**src/rtl/ps2_keyboard_rx_pkg.sv**
```systemverilog
// rtl/ps2_keyboard_rx_pkg.sv - shared constants, FSM encoding and scan codes for the PS/2 receiver
package ps2_keyboard_rx_pkg;

    localparam logic [7:0] PS2_BREAK = 8'hF0;
    localparam logic [7:0] PS2_EXT   = 8'hE0;

    typedef enum logic [1:0] {
        IDLE   = 2'd0,
        DATA   = 2'd1,
        PARITY = 2'd2,
        STOP   = 2'd3
    } ps2_state_e;

    // Scan codes the mode controller reacts to
    localparam logic [7:0] SC_KEY_1 = 8'h16;
    localparam logic [7:0] SC_KEY_2 = 8'h1E;
    localparam logic [7:0] SC_KEY_3 = 8'h26;
    localparam logic [7:0] SC_KEY_4 = 8'h25;
    localparam logic [7:0] SC_KEY_5 = 8'h2E;
    localparam logic [7:0] SC_KEY_6 = 8'h36;
    localparam logic [7:0] SC_KEY_P = 8'h4D;
    localparam logic [7:0] SC_KEY_A = 8'h1C;
    localparam logic [7:0] SC_KEY_S = 8'h1B;
    localparam logic [7:0] SC_KEY_D = 8'h23;
    localparam logic [7:0] SC_KEY_F = 8'h2B;
    localparam logic [7:0] SC_KEY_G = 8'h34;
    localparam logic [7:0] SC_KEY_Q = 8'h15;

    // Frame trailer is good when the stop bit is high and data+parity has odd weight
    function automatic logic frame_ok(input logic [7:0] data_byte,
                                      input logic       parity_bit,
                                      input logic       stop_bit);
        return stop_bit && ((^data_byte ^ parity_bit) == 1'b1);
    endfunction

endpackage

```
**src/rtl/ps2_line_filter.sv**
```systemverilog
// rtl/ps2_line_filter.sv - PS/2 line synchronisers, clock glitch filter and falling-edge strobe
module ps2_line_filter #(
    parameter int FILTER_LEN = 8
) (
    input  logic clk,
    input  logic rst,
    input  logic ps2_clk,
    input  logic ps2_data,
    output logic data_sync,
    output logic fe
);

    localparam int CW = $clog2(FILTER_LEN + 1);

    logic          clk_meta;
    logic          clk_sync;
    logic          data_meta;
    logic          clk_filt;
    logic [CW-1:0] filt_cnt;

    // Two-flop synchronisers; both lines idle high
    always_ff @(posedge clk) begin
        if (!rst) begin
            clk_meta  <= 1'b1;
            clk_sync  <= 1'b1;
            data_meta <= 1'b1;
            data_sync <= 1'b1;
        end else begin
            clk_meta  <= ps2_clk;
            clk_sync  <= clk_meta;
            data_meta <= ps2_data;
            data_sync <= data_meta;
        end
    end

    // Filtered clock follows only after FILTER_LEN consecutive differing samples
    always_ff @(posedge clk) begin
        if (!rst) begin
            clk_filt <= 1'b1;
            filt_cnt <= '0;
            fe       <= 1'b0;
        end else begin
            fe <= 1'b0;
            if (clk_sync == clk_filt) begin
                filt_cnt <= '0;
            end else if (filt_cnt == CW'(FILTER_LEN - 1)) begin
                clk_filt <= clk_sync;
                filt_cnt <= '0;
                fe       <= ~clk_sync;
            end else begin
                filt_cnt <= filt_cnt + 1'b1;
            end
        end
    end

endmodule

```
**src/rtl/ps2_keyboard_rx.sv**
```systemverilog
// rtl/ps2_keyboard_rx.sv - PS/2 keyboard frame receiver with break/extended key-release decoder
module ps2_keyboard_rx
    import ps2_keyboard_rx_pkg::*;
#(
    parameter int FILTER_LEN     = 8,
    parameter int TIMEOUT_CYCLES = 20000
) (
    input  logic       clk,
    input  logic       rst,
    input  logic       ps2_clk,
    input  logic       ps2_data,
    output logic       kb_up,
    output logic [7:0] kb_data,
    output logic       kb_ext,
    output logic       frame_err
);

    localparam int TW = $clog2(TIMEOUT_CYCLES);

    logic          fe;
    logic          ps2_bit;
    ps2_state_e    state;
    ps2_state_e    state_n;
    logic [7:0]    shift_q;
    logic [7:0]    shift_n;
    logic [2:0]    bitcnt_q;
    logic [2:0]    bitcnt_n;
    logic          parity_q;
    logic          parity_n;
    logic [TW-1:0] tcnt;
    logic          timeout_hit;
    logic          byte_valid;
    logic          byte_valid_n;
    logic          frame_err_n;
    logic          brk;
    logic          ext;

    ps2_line_filter #(
        .FILTER_LEN(FILTER_LEN)
    ) u_line_filter (
        .clk      (clk),
        .rst      (rst),
        .ps2_clk  (ps2_clk),
        .ps2_data (ps2_data),
        .data_sync(ps2_bit),
        .fe       (fe)
    );

    // Timeout fires on the edge where the counter becomes TIMEOUT_CYCLES-1; an fe wins
    assign timeout_hit = (state != IDLE) && !fe && (tcnt == TW'(TIMEOUT_CYCLES - 2));

    // Frame FSM next-state: one bit consumed per filtered falling edge
    always_comb begin
        state_n      = state;
        shift_n      = shift_q;
        bitcnt_n     = bitcnt_q;
        parity_n     = parity_q;
        byte_valid_n = 1'b0;
        frame_err_n  = 1'b0;
        if (timeout_hit) begin
            state_n     = IDLE;
            frame_err_n = 1'b1;
        end else if (fe) begin
            case (state)
                IDLE: begin
                    if (!ps2_bit) begin
                        state_n  = DATA;
                        bitcnt_n = 3'd0;
                        shift_n  = 8'h00;
                    end else begin
                        frame_err_n = 1'b1;
                    end
                end
                DATA: begin
                    shift_n[bitcnt_q] = ps2_bit;
                    bitcnt_n          = bitcnt_q + 3'd1;
                    if (bitcnt_q == 3'd7) begin
                        state_n = PARITY;
                    end
                end
                PARITY: begin
                    parity_n = ps2_bit;
                    state_n  = STOP;
                end
                STOP: begin
                    if (frame_ok(shift_q, parity_q, ps2_bit)) begin
                        byte_valid_n = 1'b1;
                    end else begin
                        frame_err_n = 1'b1;
                    end
                    state_n = IDLE;
                end
                default: state_n = IDLE;
            endcase
        end
    end

    // Frame FSM registers and the one-cycle byte_valid / frame_err strobes
    always_ff @(posedge clk) begin
        if (!rst) begin
            state      <= IDLE;
            shift_q    <= 8'h00;
            bitcnt_q   <= 3'd0;
            parity_q   <= 1'b0;
            byte_valid <= 1'b0;
            frame_err  <= 1'b0;
        end else begin
            state      <= state_n;
            shift_q    <= shift_n;
            bitcnt_q   <= bitcnt_n;
            parity_q   <= parity_n;
            byte_valid <= byte_valid_n;
            frame_err  <= frame_err_n;
        end
    end

    // Inter-edge watchdog: idle and every falling edge restart it
    always_ff @(posedge clk) begin
        if (!rst) begin
            tcnt <= '0;
        end else if (fe || state == IDLE) begin
            tcnt <= '0;
        end else begin
            tcnt <= tcnt + 1'b1;
        end
    end

    // Break/extended prefix tracking and key-release output
    always_ff @(posedge clk) begin
        if (!rst) begin
            kb_up   <= 1'b0;
            kb_data <= 8'h00;
            kb_ext  <= 1'b0;
            brk     <= 1'b0;
            ext     <= 1'b0;
        end else begin
            kb_up <= 1'b0;
            if (byte_valid) begin
                if (shift_q == PS2_BREAK) begin
                    brk <= 1'b1;
                end else if (shift_q == PS2_EXT) begin
                    ext <= 1'b1;
                end else if (brk) begin
                    kb_data <= shift_q;
                    kb_ext  <= ext;
                    kb_up   <= 1'b1;
                    brk     <= 1'b0;
                    ext     <= 1'b0;
                end else begin
                    ext <= 1'b0;
                end
            end
        end
    end

endmodule
```
**config.mk**
```make
export PLATFORM = sky130hd
export DESIGN_NAME = ps2_keyboard_rx
export DESIGN_NICKNAME = d
export VERILOG_FILES = /design/src/rtl/ps2_keyboard_rx_pkg.sv /design/src/rtl/ps2_line_filter.sv /design/src/rtl/ps2_keyboard_rx.sv
export SDC_FILE = /design/constraint.sdc
export NUM_CORES = 1
export LEC_CHECK = 0
export CORE_MARGIN = 4
export CORE_UTILIZATION = 50
export DETAILED_ROUTE_END_ITERATION = 10
export DONT_BUFFER_PORTS = 1
export SYNTH_ARGS = -nofsm -noshare
export SYNTH_HDL_FRONTEND = slang
export SYNTH_SLANG_ARGS = --single-unit
export TNS_END_PERCENT = 1
```
**constraint.sdc**
```tcl
create_clock -name clk -period 3.5 [get_ports clk]
set_input_delay 0.35 -clock clk [delete_from_list [all_inputs] [get_ports clk]]
set_output_delay 0.35 -clock clk [all_outputs]
set_load 0.02 [all_outputs]
```
==> results.py <==
metrics = {
    "status": {
        "status": "complete, no violations",
    },
    "synth": {
        "synth_top_area_frac": 0.449,
        "synth_top_area_cell": "dfxtp_1",
        "synth_edf_count": 0,
        "seq_area_frac_synth": 0.449,
        "postSynth.asyncResetShare": 0,
        "netlist_area_um2": 2360,
        "syn_inst": 266,
        "synth-main-ff-cell": "dfxtp_1",
        "synthTopCellsByArea": "dfxtp_1 (45%), ha_1 (7.9%), mux2i_1 (5.1%)",
        "synth.most_common_cell": "dfxtp_1",
        "yosysWarnings": 0,
        "syn_avg_cell_area_um2": 8.88,
        "synth_nets": 285,
        "synth_common_cells": "dfxtp_1 (53), nor2_1 (32), nand2_1 (25), a21oi_1 (20), ha_1 (15)",
        "ys_ff_latch": 53,
        "synth.distinct_cells": 38,
    },
    "setup_path": {
        "cp_common_cell": "o21ai_0",
        "critical_path_buf_inv_count": 1,
        "worstSetupStartpoint": "state[0]",
        "end_kind": "flip-flop",
        "cp_data_required_time_ns": 3.73,
        "crit_arrival_ns": 2.33,
        "critPathSlowestCell": "o21ai_0",
        "cp_cell_sequence": "inv_1, ha_1, nor2b_1, o21ai_0, o21ai_0, a21oi_1",
        "reg2reg_from": "state[0]",
        "critPathMaxFanout": 11,
        "critical-path-max-stage-delay_ns": 0.76,
        "cp_top_family": "compound AO/OA/AOI/OAI gates",
        "start_kind": "flip-flop",
        "critPathKind": "reg -> reg",
    },
    "placed_design": {
        "io_buffers": 0,
        "gp_congestion": 0.746,
        "placedInstanceArea_um2": 2400,
        "dpl.hpwl_um": 2890,
    },
    "timing": {
        "relSlewSlack": 0.355,
        "finClkSkew_ns": 0.0166,
        "final-max-slew-violation-count": 0,
        "tns_ns": 0,
        "setup_viol": 0,
        "tightest_slew_ns": 0.958,
        "rsz0062_at_grt": "no",
        "min_period_ns": 2.11,
        "finalCritPeriodShare": 0.602,
        "finalHoldViolations": 0,
        "fmax_mhz": 475,
    },
    "route": {
        "routedWlPerCell_um": 12.7,
        "dr.pass1.iters": 5,
        "avgViaCountPerCell": 5.39,
        "num_vias": 1715,
        "wirelength_um": 4040,
        "ant_nets": 0,
        "drcViolationCount": 0,
        "drtIter0Drc": 76,
    },
    "clocking": {
        "cts_sinks": 53,
        "clockRootBuffer": "clkbuf_8",
        "postCtsSetupBuffers": 0,
        "cts-hold-fix-buffers": 0,
        "post_cts_resized": 0,
        "clk_latency_ns": 0.31,
        "cts_tree": "done",
        "path_clk_slew_ns": 0.11,
        "cts_buffers": 5,
        "cts_max_level": 2,
        "ctsLongestPathBuffers": 2,
    },
    "grt": {
        "grt_pass1_vias": 1606,
        "grt_use_total": 0.148,
        "grt_max_degree": 28,
        "grt_pass1_wl_um": 7270,
        "antenna_found_initial": 0,
        "grt.overflow.total": 0,
    },
    "cells_and_area": {
        "finalNetCount": 284,
        "layout-drive-gt1-share": 0.0414,
        "utilization": 0.557,
        "final_area_um2": 2490,
        "n_antenna_cell": 0,
        "syn2layout_area_growth_pct": 5.51,
    },
    "die": {
        "coreArea_um2": 4470,
        "die_x_um": 76.7,
        "die_h_um": 76.7,
        "io_pins": 15,
        "rows": 24,
        "die-area_um2": 5890,
        "start_util": 0.528,
    },
    "hold_path": {
        "hp-start": "rst",
        "hold_path.class": "in -> reg",
    },
    "power_and_ir_drop": {
        "vdd_drop_max_uv": 215,
        "p_leak_nw": 0.919,
        "powerDensity_nw_per_um2": 388,
    },
    "job": {
        "cap_violations": 0,
    },
}
==> state kept, by name, indices dropped and copies added, names as in the netlist, 2 cells and up <==
signal and cells:
tcnt 15, kb_data 8, shift_q 8, u_line_filter.filt_cnt 4, state 2, bitcnt_q 3
==> cells by family after synthesis <==
group | after synthesis | synth area share
buffers and inverters | 23 | 0.0366
flip-flops | 53 | 0.449
XOR/XNOR | 15 | 0.0615
multiplexers | 12 | 0.0509
adder cells (fa/ha/maj) | 15 | 0.0795
AND/OR/NAND/NOR | 105 | 0.218
AO/OA/AOI/OAI | 43 | 0.104
==> power breakdown <==
| group | internal [mW] | leakage, nW | switching, mW | total, mW |
|---|---|---|---|---|
| clock | 0.146 | 0.0487 | 0.205 | 0.351 |
| combinational | 0.00245 | 0.443 | 0.00662 | 0.00907 |
| sequential | 0.605 | 0.428 | 0.00146 | 0.606 |
| total | 0.753 | 0.919 | 0.213 | 0.967 |
==> cell usage in the layout (no fill, tap or decap), types with 2 or more instances in the layout <==
master / n
dfxtp_1: 53
nor2_1: 32
nand2_1: 25
a21oi_1: 20
ha_1: 15
inv_1: 13
o21ai_0: 12
mux2i_1: 12
nand3_1: 10
xnor2_1: 10
nor3_1: 7
nor4_1: 6
clkbuf_8: 5
nand2b_1: 4
nor2b_1: 4
xor2_1: 4
nand4_1: 4
or3_1: 3
clkinv_1: 2
a31oi_1: 2
o2111ai_1: 2
a22oi_1: 2
clkinv_4: 2
==> area by class of cell <==
class	count	area [um2]
inverters	15	56.3
clock inverters	3	26.3
multi-input cells	190	1210
clock buffers	5	68.8
fillers	411	1980
flip-flops and latches	53	1060
well taps	52	65.1
==> per-stage QoR <==
step | hold slack [ns] | std cells | power [mW] | setup WS (ns)
after CTS | 0.0988 | 318 | 0.987 | 1.34
final | 0.111 | 318 | 0.967 | 1.39
after global routing | 0.101 | 318 | 1.01 | 0.969
after floorplan | 0.386 | 266 | 0.629 | 1.94
after detailed placement | 0.391 | 310 | 0.630 | 1.35
after global placement | 0.393 | 310 | 0.630 | 1.40
==> worst paths after layout <==
path	cells past startpoint	endpoint	slack (ns)
max	6	shift_q[3]	1.39
min	1	u_line_filter.clk_filt	0.11
max reg2reg	6	shift_q[3]	1.39
min reg2reg	1	u_line_filter.clk_sync	0.41
==> per-layer routing <==
| metal | GRT usage | vias up | wire length, um |
|---|---|---|---|
| li1 | - | 919 | - |
| met1 | 0.177 | 764 | 1890 |
| met2 | 0.267 | 28 | 1990 |
| met3 | 0.0293 | 4 | 124 |
| met4 | 0.0380 | 0 | 37 |
| met5 | 0 | - | 0 |
Power figures use the tool's default switching activity.
